--- src/rtl/rijndael_pkg.sv ---
// Shared Rijndael types and GF(2^8) helpers for the column mixing datapath.
package rijndael_pkg;

  localparam logic MC_FWD = 1'b0;
  localparam logic MC_INV = 1'b1;

  typedef enum logic [1:0] {
    MC_IDLE,
    MC_BUSY,
    MC_DONE
  } mc_state_e;

  function automatic logic [7:0] xtime(input logic [7:0] x);
    return {x[6:0], 1'b0} ^ (x[7] ? 8'h1b : 8'h00);
  endfunction

  // Only the coefficients used by the forward and inverse matrices are supported.
  function automatic logic [7:0] gf_mul(input logic [7:0] x, input logic [7:0] coeff);
    logic [7:0] x2;
    logic [7:0] x4;
    logic [7:0] x8;
    x2 = xtime(x);
    x4 = xtime(x2);
    x8 = xtime(x4);
    case (coeff)
      8'h01:   return x;
      8'h02:   return x2;
      8'h03:   return x2 ^ x;
      8'h09:   return x8 ^ x;
      8'h0b:   return x8 ^ x2 ^ x;
      8'h0d:   return x8 ^ x4 ^ x;
      8'h0e:   return x8 ^ x4 ^ x2;
      default: return 8'h00;
    endcase
  endfunction

endpackage

--- src/rtl/rijndael_mixcolumn_word.sv ---
// Combinational forward/inverse MixColumns on one 32-bit column (row 0 in the MSBs).
module rijndael_mixcolumn_word
  import rijndael_pkg::*;
(
  input  logic [31:0] col_i,
  input  logic        inv_i,
  output logic [31:0] col_o
);

  logic [7:0] a [4];
  logic [7:0] m [4];

  // Circulant matrix: row r uses coefficient m[i] against byte (r+i) mod 4.
  always_comb begin
    col_o = '0;
    m[0]  = (inv_i == MC_INV) ? 8'h0e : 8'h02;
    m[1]  = (inv_i == MC_INV) ? 8'h0b : 8'h03;
    m[2]  = (inv_i == MC_INV) ? 8'h0d : 8'h01;
    m[3]  = (inv_i == MC_INV) ? 8'h09 : 8'h01;
    for (int r = 0; r < 4; r++) begin
      a[r] = col_i[31-8*r -: 8];
    end
    for (int r = 0; r < 4; r++) begin
      col_o[31-8*r -: 8] = gf_mul(a[r],            m[0])
                         ^ gf_mul(a[(r + 1) % 4], m[1])
                         ^ gf_mul(a[(r + 2) % 4], m[2])
                         ^ gf_mul(a[(r + 3) % 4], m[3]);
    end
  end

endmodule

--- src/rtl/rijndael_mixcolumns_iter.sv ---
// Iterative handshaked MixColumns/InvMixColumns: mixes COLS_PER_CYCLE columns per
// cycle in place in a work register, then presents the whole state.
module rijndael_mixcolumns_iter
  import rijndael_pkg::*;
#(
  parameter  int unsigned NB             = 4,
  parameter  int unsigned COLS_PER_CYCLE = 1,
  localparam int unsigned STATESIZE      = 32 * NB
) (
  input  logic                 clk_i,
  input  logic                 rst_ni,
  input  logic                 valid_i,
  output logic                 ready_o,
  input  logic                 inv_i,
  input  logic [STATESIZE-1:0] state_i,
  output logic                 valid_o,
  input  logic                 ready_i,
  output logic [STATESIZE-1:0] state_o
);

  localparam int unsigned NGROUPS = NB / COLS_PER_CYCLE;
  localparam int unsigned CNT_W   = (NGROUPS > 1) ? $clog2(NGROUPS) : 1;
  localparam int unsigned GRP_W   = 32 * COLS_PER_CYCLE;

  if ((NB % COLS_PER_CYCLE) != 0 || !(NB == 4 || NB == 6 || NB == 8)) begin : g_bad_param
    $error("rijndael_mixcolumns_iter: NB must be 4/6/8 and divisible by COLS_PER_CYCLE");
  end

  mc_state_e             state_q, state_d;
  logic [STATESIZE-1:0]  work_q,  work_d;
  logic [CNT_W-1:0]      cnt_q,   cnt_d;
  logic                  mode_q,  mode_d;
  logic                  fin_q,   fin_d;
  logic [GRP_W-1:0]      grp_in;
  logic [GRP_W-1:0]      grp_out;

  // State and datapath registers
  always_ff @(posedge clk_i or negedge rst_ni) begin
    if (!rst_ni) begin
      state_q <= MC_IDLE;
      work_q  <= '0;
      cnt_q   <= '0;
      mode_q  <= MC_FWD;
      fin_q   <= 1'b0;
    end else begin
      state_q <= state_d;
      work_q  <= work_d;
      cnt_q   <= cnt_d;
      mode_q  <= mode_d;
      fin_q   <= fin_d;
    end
  end

  // Next-state: BUSY spends one closing cycle after the last group before DONE.
  always_comb begin
    state_d = state_q;
    case (state_q)
      MC_IDLE: if (valid_i) state_d = MC_BUSY;
      MC_BUSY: if (fin_q)   state_d = MC_DONE;
      MC_DONE: if (ready_i) state_d = MC_IDLE;
      default:              state_d = MC_IDLE;
    endcase
  end

  // Handshake outputs are pure state decodes.
  always_comb begin
    ready_o = 1'b0;
    valid_o = 1'b0;
    ready_o = (state_q == MC_IDLE);
    valid_o = (state_q == MC_DONE);
  end

  assign state_o = work_q;

  // Column group select by counter
  always_comb begin
    grp_in = '0;
    for (int unsigned g = 0; g < NGROUPS; g++) begin
      if (cnt_q == CNT_W'(g)) grp_in = work_q[STATESIZE-1-GRP_W*g -: GRP_W];
    end
  end

  for (genvar j = 0; j < COLS_PER_CYCLE; j++) begin : g_mix
    rijndael_mixcolumn_word u_mix (
      .col_i (grp_in [GRP_W-1-32*j -: 32]),
      .inv_i (mode_q),
      .col_o (grp_out[GRP_W-1-32*j -: 32])
    );
  end

  // Capture on accept; in-place group write-back while BUSY.
  always_comb begin
    work_d = work_q;
    cnt_d  = cnt_q;
    mode_d = mode_q;
    fin_d  = fin_q;
    case (state_q)
      MC_IDLE: begin
        if (valid_i) begin
          work_d = state_i;
          mode_d = inv_i;
          cnt_d  = '0;
          fin_d  = 1'b0;
        end
      end
      MC_BUSY: begin
        if (!fin_q) begin
          for (int unsigned g = 0; g < NGROUPS; g++) begin
            if (cnt_q == CNT_W'(g)) work_d[STATESIZE-1-GRP_W*g -: GRP_W] = grp_out;
          end
          if (cnt_q == CNT_W'(NGROUPS - 1)) fin_d = 1'b1;
          else                              cnt_d = cnt_q + CNT_W'(1);
        end
      end
      default: ;
    endcase
  end

endmodule

--- config.mk ---
export PLATFORM = sky130hd
export DESIGN_NAME = rijndael_mixcolumns_iter
export DESIGN_NICKNAME = d
export VERILOG_FILES = /design/src/rtl/rijndael_pkg.sv /design/src/rtl/rijndael_mixcolumn_word.sv /design/src/rtl/rijndael_mixcolumns_iter.sv
export SDC_FILE = /design/constraint.sdc
export NUM_CORES = 1
export LEC_CHECK = 0
export CAP_MARGIN = 15
export CELL_PAD_IN_SITES_DETAIL_PLACEMENT = 1
export CELL_PAD_IN_SITES_GLOBAL_PLACEMENT = 2
export CORE_ASPECT_RATIO = 0.9
export CORE_MARGIN = 2
export CORE_UTILIZATION = 31
export DETAILED_ROUTE_END_ITERATION = 6
export PLACE_DENSITY_LB_ADDON = 0.1
export REMOVE_ABC_BUFFERS = 1
export SYNTH_ARGS = -nofsm -noshare
export SYNTH_HDL_FRONTEND = slang
export SYNTH_SLANG_ARGS = --single-unit
--- constraint.sdc ---
create_clock -name clk_i -period 7.41 [get_ports clk_i]
set_input_delay 0.741 -clock clk_i [delete_from_list [all_inputs] [get_ports clk_i]]
set_output_delay 0.741 -clock clk_i [all_outputs]
set_load 0.05 [all_outputs]
==> results of run 1 <==
## cells in the mapped netlist, drive strengths merged, types with 17 or more instances
library cell / count
a21oi: 123
and3: 24
buf: 24
clkbuf: 51
dfrtp: 134
nand2: 111
nor2: 79
o21ai: 149
o22ai: 17
xnor2: 92
xnor3: 33
xor2: 26
## worst max-delay path, cell delays in order, from the launching register on
cell,delay [ns]
dfrtp_1,0.42
inv_1,0.10
ha_1,0.42
nor2b_4,0.85
a221o_1,0.29
nor2b_1,0.42
o221a_2,0.36
xnor3_2,0.40
xor3_1,0.45
or3_1,0.39
a21oi_2,0.29
o21ai_1,0.11
## sequential cells by signal (all words and copies together) (netlist names)
register,flops
cnt_q,2
state_q,2
state_o,128
fin_q,1
mode_q,1
## final cells by class
class                      instances  share of cell area, %
inverter                          10                  0.290
clock inverter                    13                   1.14
tap                              403                   3.89
sequential                       134                   25.9
multi-input combinational        815                   44.2
timing repair buffer             278                   21.2
clock buffer                      19                   3.42
## kinds of logic (layout without fill, tap and decap cells)
logic type,count (synthesis),after routing
AOI/OAI and AO/OA,373,373
buffers and inverters,85,320
DFF,134,134
adders and majority gates,4,4
xor gates and xnor gates,157,157
and+or+nand+nor,275,275
muxes,6,6
## through the flow
step	utilization (%)	instance area (sq um)	setup WS, ns
after floorplan	-	9050	2.85
after CTS	43.4	13000	2.81
after detailed placement	41.4	12400	2.83
final	43.4	13000	2.78
after global routing	43.4	13000	2.56
after global placement	41.4	12400	2.95
## layer usage
layer / vias up / share of wire [%] / track usage, %
li1: 4140 / - / -
met1: 4487 / 47 / 33.6
met2: 279 / 48 / 40.3
met3: 37 / 4.5 / 3.64
met4: 0 / 1.2 / 5.20
met5: - / 0 / 0
## worst max-delay path by stage
| stage | start | to | depth (start not counted) |
|---|---|---|---|
| after floorplan | state_q[0] | state_o[57] | 4 |
| after global placement | cnt_q[0] | state_o[11] | 11 |
| after detailed placement | cnt_q[0] | state_o[107] | 11 |
| after CTS | cnt_q[0] | state_o[107] | 11 |
| after global routing | cnt_q[0] | state_o[75] | 11 |
| final | cnt_q[0] | state_o[11] | 11 |
==> impl_metrics.json, run 1 <==
{
  "status": "complete, no violations",
  "layout.nets": 1393,
  "drive_gt1_share_pct": 7.49,
  "synth_top_cell_area_share_pct": 35.7,
  "critPathRequiredTime_ns": 7.72,
  "ys_async_sr_fraction_pct": 100,
  "port_buffers": 262,
  "critical_path_class": "flip-flop to flip-flop",
  "yosysSeqAreaShare_pct": 35.7,
  "worstHoldPathType": "primary input to async pin",
  "synth.largest_area_cell": "dfrtp_1",
  "drt_wl_total_mm": 38.7,
  "clkSlewWorstSetupHoldPaths_ns": 0.07,
  "die_h_microns": 169,
  "synthSimpleGateAreaFrac_pct": 13.6,
  "remaining_drc_errors": 0,
  "dieArea_sq_mm": 0.0317,
  "finalSetupViolCount": 0,
  "dr.pass1.iters": 4,
  "placed_cells": 1640,
  "initial_utilization_pct": 31.5,
  "grtUsageTotal_pct": 24.3,
  "syn_avg_cell_area_sq_um": 9.09,
  "multi_input_area_sq_mm": 0.00572,
  "synth_ff_type": "dfrtp_1",
  "core_sq_mm": 0.0299,
  "synth_cell_type_count": 81,
  "wire_per_inst_microns": 23.2,
  "drtIter0Drc": 597,
  "maxCapViolCount": 0,
  "fin_crit_sh_pct": 62.5,
  "worstSetupStartpointType": "flip-flop",
  "cts_setup_buffers": 0,
  "critPathArrivalTime_ns": 4.94,
  "synth_compound_area_share_pct": 24.4,
  "ctsResizeCount": 0,
  "hold_viol": 0,
  "r2r-start": "cnt_q[0]",
  "synthAdderAreaFrac_pct": 0.533,
  "fmax_mhz": 216,
  "synthMuxAreaShare_pct": 0.652,
  "grt_max_degree": 70,
  "rows": 60,
  "fillers": 3416,
  "area_growth_pct": 37.8,
  "gp_congestion": 0.900,
  "cts_buffers": 17,
  "cts_root_buffer": "clkbuf_16",
  "vias": 8943,
  "cts.path.max_buffers": 2,
  "synth_edf_count": 0,
  "ff_latch_area_sq_mm": 0.00335,
  "setup_tns_ns": 0,
  "rsz0062_at_grt": "no",
  "stdcell_count": 1672,
  "htreeDepth": 4,
  "synth-seq-cells": 134,
  "cts.sinks": 134,
  "worst_pin_slew_ns": 1.13,
  "period_minus_slack_ns": 4.63,
  "relSlewSlack_pct": 25.0,
  "rr_worst_depth": 11,
  "rrSetupSlack_ns": 2.78,
  "syn_inst": 1034,
  "maxSlewViolCount": 0,
  "diodes": 0,
  "synth_top_family_by_area": "compound AO/OA/AOI/OAI gates",
  "yosysWarnings": 0,
  "path_max_fanout": 29,
  "pin_count": 263,
  "holdWs_ns": 0.309,
  "mostFrequentLayoutCells": "clkdlybuf4s50_1 (261), dfrtp_1 (134), a21oi_1 (116)",
  "die_x_microns": 188,
  "antenna_found_initial": 0,
  "clk_latency_ns": 0.43,
  "final.setup_skew_ns": 0.0130,
  "holdBufCountCts": 0,
  "critPathCaptureType": "flip-flop",
  "grt_pass1_wl_mm": 59.1,
  "vias_per_cell": 5.35,
  "synthTopCellsByArea": "dfrtp_1 (36%), xnor2_1 (8.1%), xnor3_1 (7.4%)",
  "final_antenna_net_count": 0,
  "synth_area_sq_mm": 0.00940,
  "grt_remaining_overflow": 0,
  "cts_tree": "built",
  "grt_pass1_vias": 9475,
  "r2r_end": "state_o[11]",
  "final_common_cell": "clkdlybuf4s50_1",
  "dpl.hpwl_mm": 28.2,
  "synth-xor-area-share_pct": 21.0
}
Power of run 1 is not shown: default switching activity piles up to over one toggle a cycle in this logic, so the estimate is an artifact.
==> inputs of run 2 (changes only) <==
--- a/config.mk
+++ b/config.mk
@@ -10,7 +10,7 @@
 export CELL_PAD_IN_SITES_GLOBAL_PLACEMENT = 2
 export CORE_ASPECT_RATIO = 0.9
 export CORE_MARGIN = 2
-export CORE_UTILIZATION = 31
+export CORE_UTILIZATION = 26
 export DETAILED_ROUTE_END_ITERATION = 6
 export PLACE_DENSITY_LB_ADDON = 0.1
 export REMOVE_ABC_BUFFERS = 1
==> constraint.sdc (replaced) <==
create_clock -name clk_i -period 4.05 [get_ports clk_i]
set_input_delay 0.405 -clock clk_i [delete_from_list [all_inputs] [get_ports clk_i]]
set_output_delay 0.405 -clock clk_i [all_outputs]
set_load 0.05 [all_outputs]
==> run 2 against run 1 <==
Utilization shrank 5.4 points. Sequential share of layout area shrank 1.3 points. Clock skew fell by 0.0036 ns. Fmax rose by 18%. Highest routed layer unchanged. Setup slack got worse by 2.6 ns. Die area increased by 19%. Register-to-register slack worse by 2.6 ns. Largest cell class unchanged.
==> impl_metrics.json, run 2 (same netlist as run 1, synthesis figures left out) <==
{
  "cts_setup_buffers": 0,
  "path_max_fanout": 8,
  "final.setup_skew_ns": 0.00932,
  "initial_utilization_pct": 26.2,
  "rows": 66,
  "grt_max_degree": 90,
  "wire_per_inst_microns": 24.0,
  "cpPeakStageDelay_ns": 0.52,
  "clk_latency_ns": 0.44,
  "critPathCaptureType": "flip-flop",
  "critPathLaunch": "cnt_q[0]",
  "critPathRequiredTime_ns": 4.36,
  "grt_pass1_vias": 9694,
  "hold_viol": 0,
  "die_h_microns": 184,
  "grt_remaining_overflow": 0,
  "dieArea_sq_mm": 0.0377,
  "cpMostUsedCell": "buf_4",
  "drive_gt1_share_pct": 11.9,
  "fmax_mhz": 255,
  "diodes": 0,
  "maxSlewViolCount": 0,
  "layout.nets": 1450,
  "largest_reg_flops": 128,
  "worst_pin_slew_ns": 0.929,
  "period_minus_slack_ns": 3.92,
  "grt_pass1_wl_mm": 64.5,
  "worstSetupStartpointType": "flip-flop",
  "path_buf_inv": 3,
  "drtIter0Drc": 451,
  "dr.pass1.iters": 5,
  "remaining_drc_errors": 0,
  "gp_congestion": 0.906,
  "cts_buffers": 17,
  "core_sq_mm": 0.0359,
  "final_common_cell": "clkdlybuf4s50_1",
  "status": "complete, no violations",
  "maxCapViolCount": 0,
  "area_growth_pct": 45.1,
  "pin_count": 263,
  "worstHoldPathType": "primary input to async pin",
  "final_antenna_net_count": 0,
  "r2r-start": "cnt_q[0]",
  "mostFrequentLayoutCells": "clkdlybuf4s50_1 (261), dfrtp_1 (134), a21oi_1 (116)",
  "htreeDepth": 4,
  "final_util_pct": 38.0,
  "relSlewSlack_pct": 37.9,
  "cts_tree": "built",
  "drt_wl_total_mm": 43.3,
  "crit_slowest_cell": "xnor3_1",
  "vias_per_cell": 5.04,
  "cts_root_buffer": "clkbuf_16",
  "rsz0062_at_grt": "no",
  "holdWs_ns": 0.0700,
  "vias": 9086,
  "rrSetupSlack_ns": 0.13,
  "critical_path_class": "flip-flop to flip-flop",
  "die_x_microns": 204,
  "finalSetupViolCount": 0,
  "cts.sinks": 134,
  "antenna_found_initial": 0,
  "cp_cell_sequence": "inv_1, ha_1, buf_4, or2_1, buf_4, o221ai_1, xnor3_1, xnor3_2, xor3_1, or3_1, a21oi_4, o21ai_1",
  "port_buffers": 262,
  "grtUsageTotal_pct": 23.1,
  "fin_crit_sh_pct": 96.8,
  "cp_top_family": "XOR/XNOR gates",
  "fillers": 4082,
  "cts.path.max_buffers": 2,
  "dpl.hpwl_mm": 33.1,
  "critPathArrivalTime_ns": 4.24,
  "clkSlewWorstSetupHoldPaths_ns": 0.06
}
## run 2: final cells by class
cell class | count | area, sq um | area share, %
well taps | 476 | 596 | 4.37
clock inverters | 11 | 175 | 1.28
inverters | 10 | 37.5 | 0.275
flip-flops and latches | 134 | 3350 | 24.6
repair buffers | 335 | 3230 | 23.7
clock buffers | 21 | 450 | 3.30
multi-input cells | 815 | 5790 | 42.5
## run 2: repair_timing
| item | in CTS | in global routing |
|---|---|---|
| gates resized for setup | 0 | 13 |
| hold buffers | 0 | 0 |
| hold endpoints to repair | 0 | 0 |
| setup endpoints to repair | 0 | 37 |
## run 2: per-layer routing
metal  vias up  part of all wire (%)  routed length (microns)  GRT usage (%)
li1       4242                     -                        -              -
met1      4595                    49                    21000           32.8
met2       226                    47                    20200           37.5
met3        23                   3.8                     1640           3.25
met4         0                  0.98                      425           4.49
met5         -                     0                        0              0
## run 2: worst paths after layout
path | to | cells after the start
max | state_o[107] | 12
min | state_o[113] | 1
max reg2reg | state_o[107] | 12
min reg2reg | state_o[123] | 2
max in group asynchronous | state_o[27] | 2
min in group clk_i | state_o[123] | 2
## run 2: stage by stage
step | cell area [sq um] | cells | setup WS (ns) | TNS, ns
floorplan | 9050 | 959 | -0.515 | -12.84
global placement | 12900 | 1770 | 0.202 | 0
detailed placement | 12900 | 1770 | 0.139 | 0
CTS | 13600 | 1802 | 0.0844 | 0
global route | 13600 | 1802 | 0.00419 | 0
finish | 13600 | 1802 | 0.128 | 0
Power of run 2 is left out for the same reason.
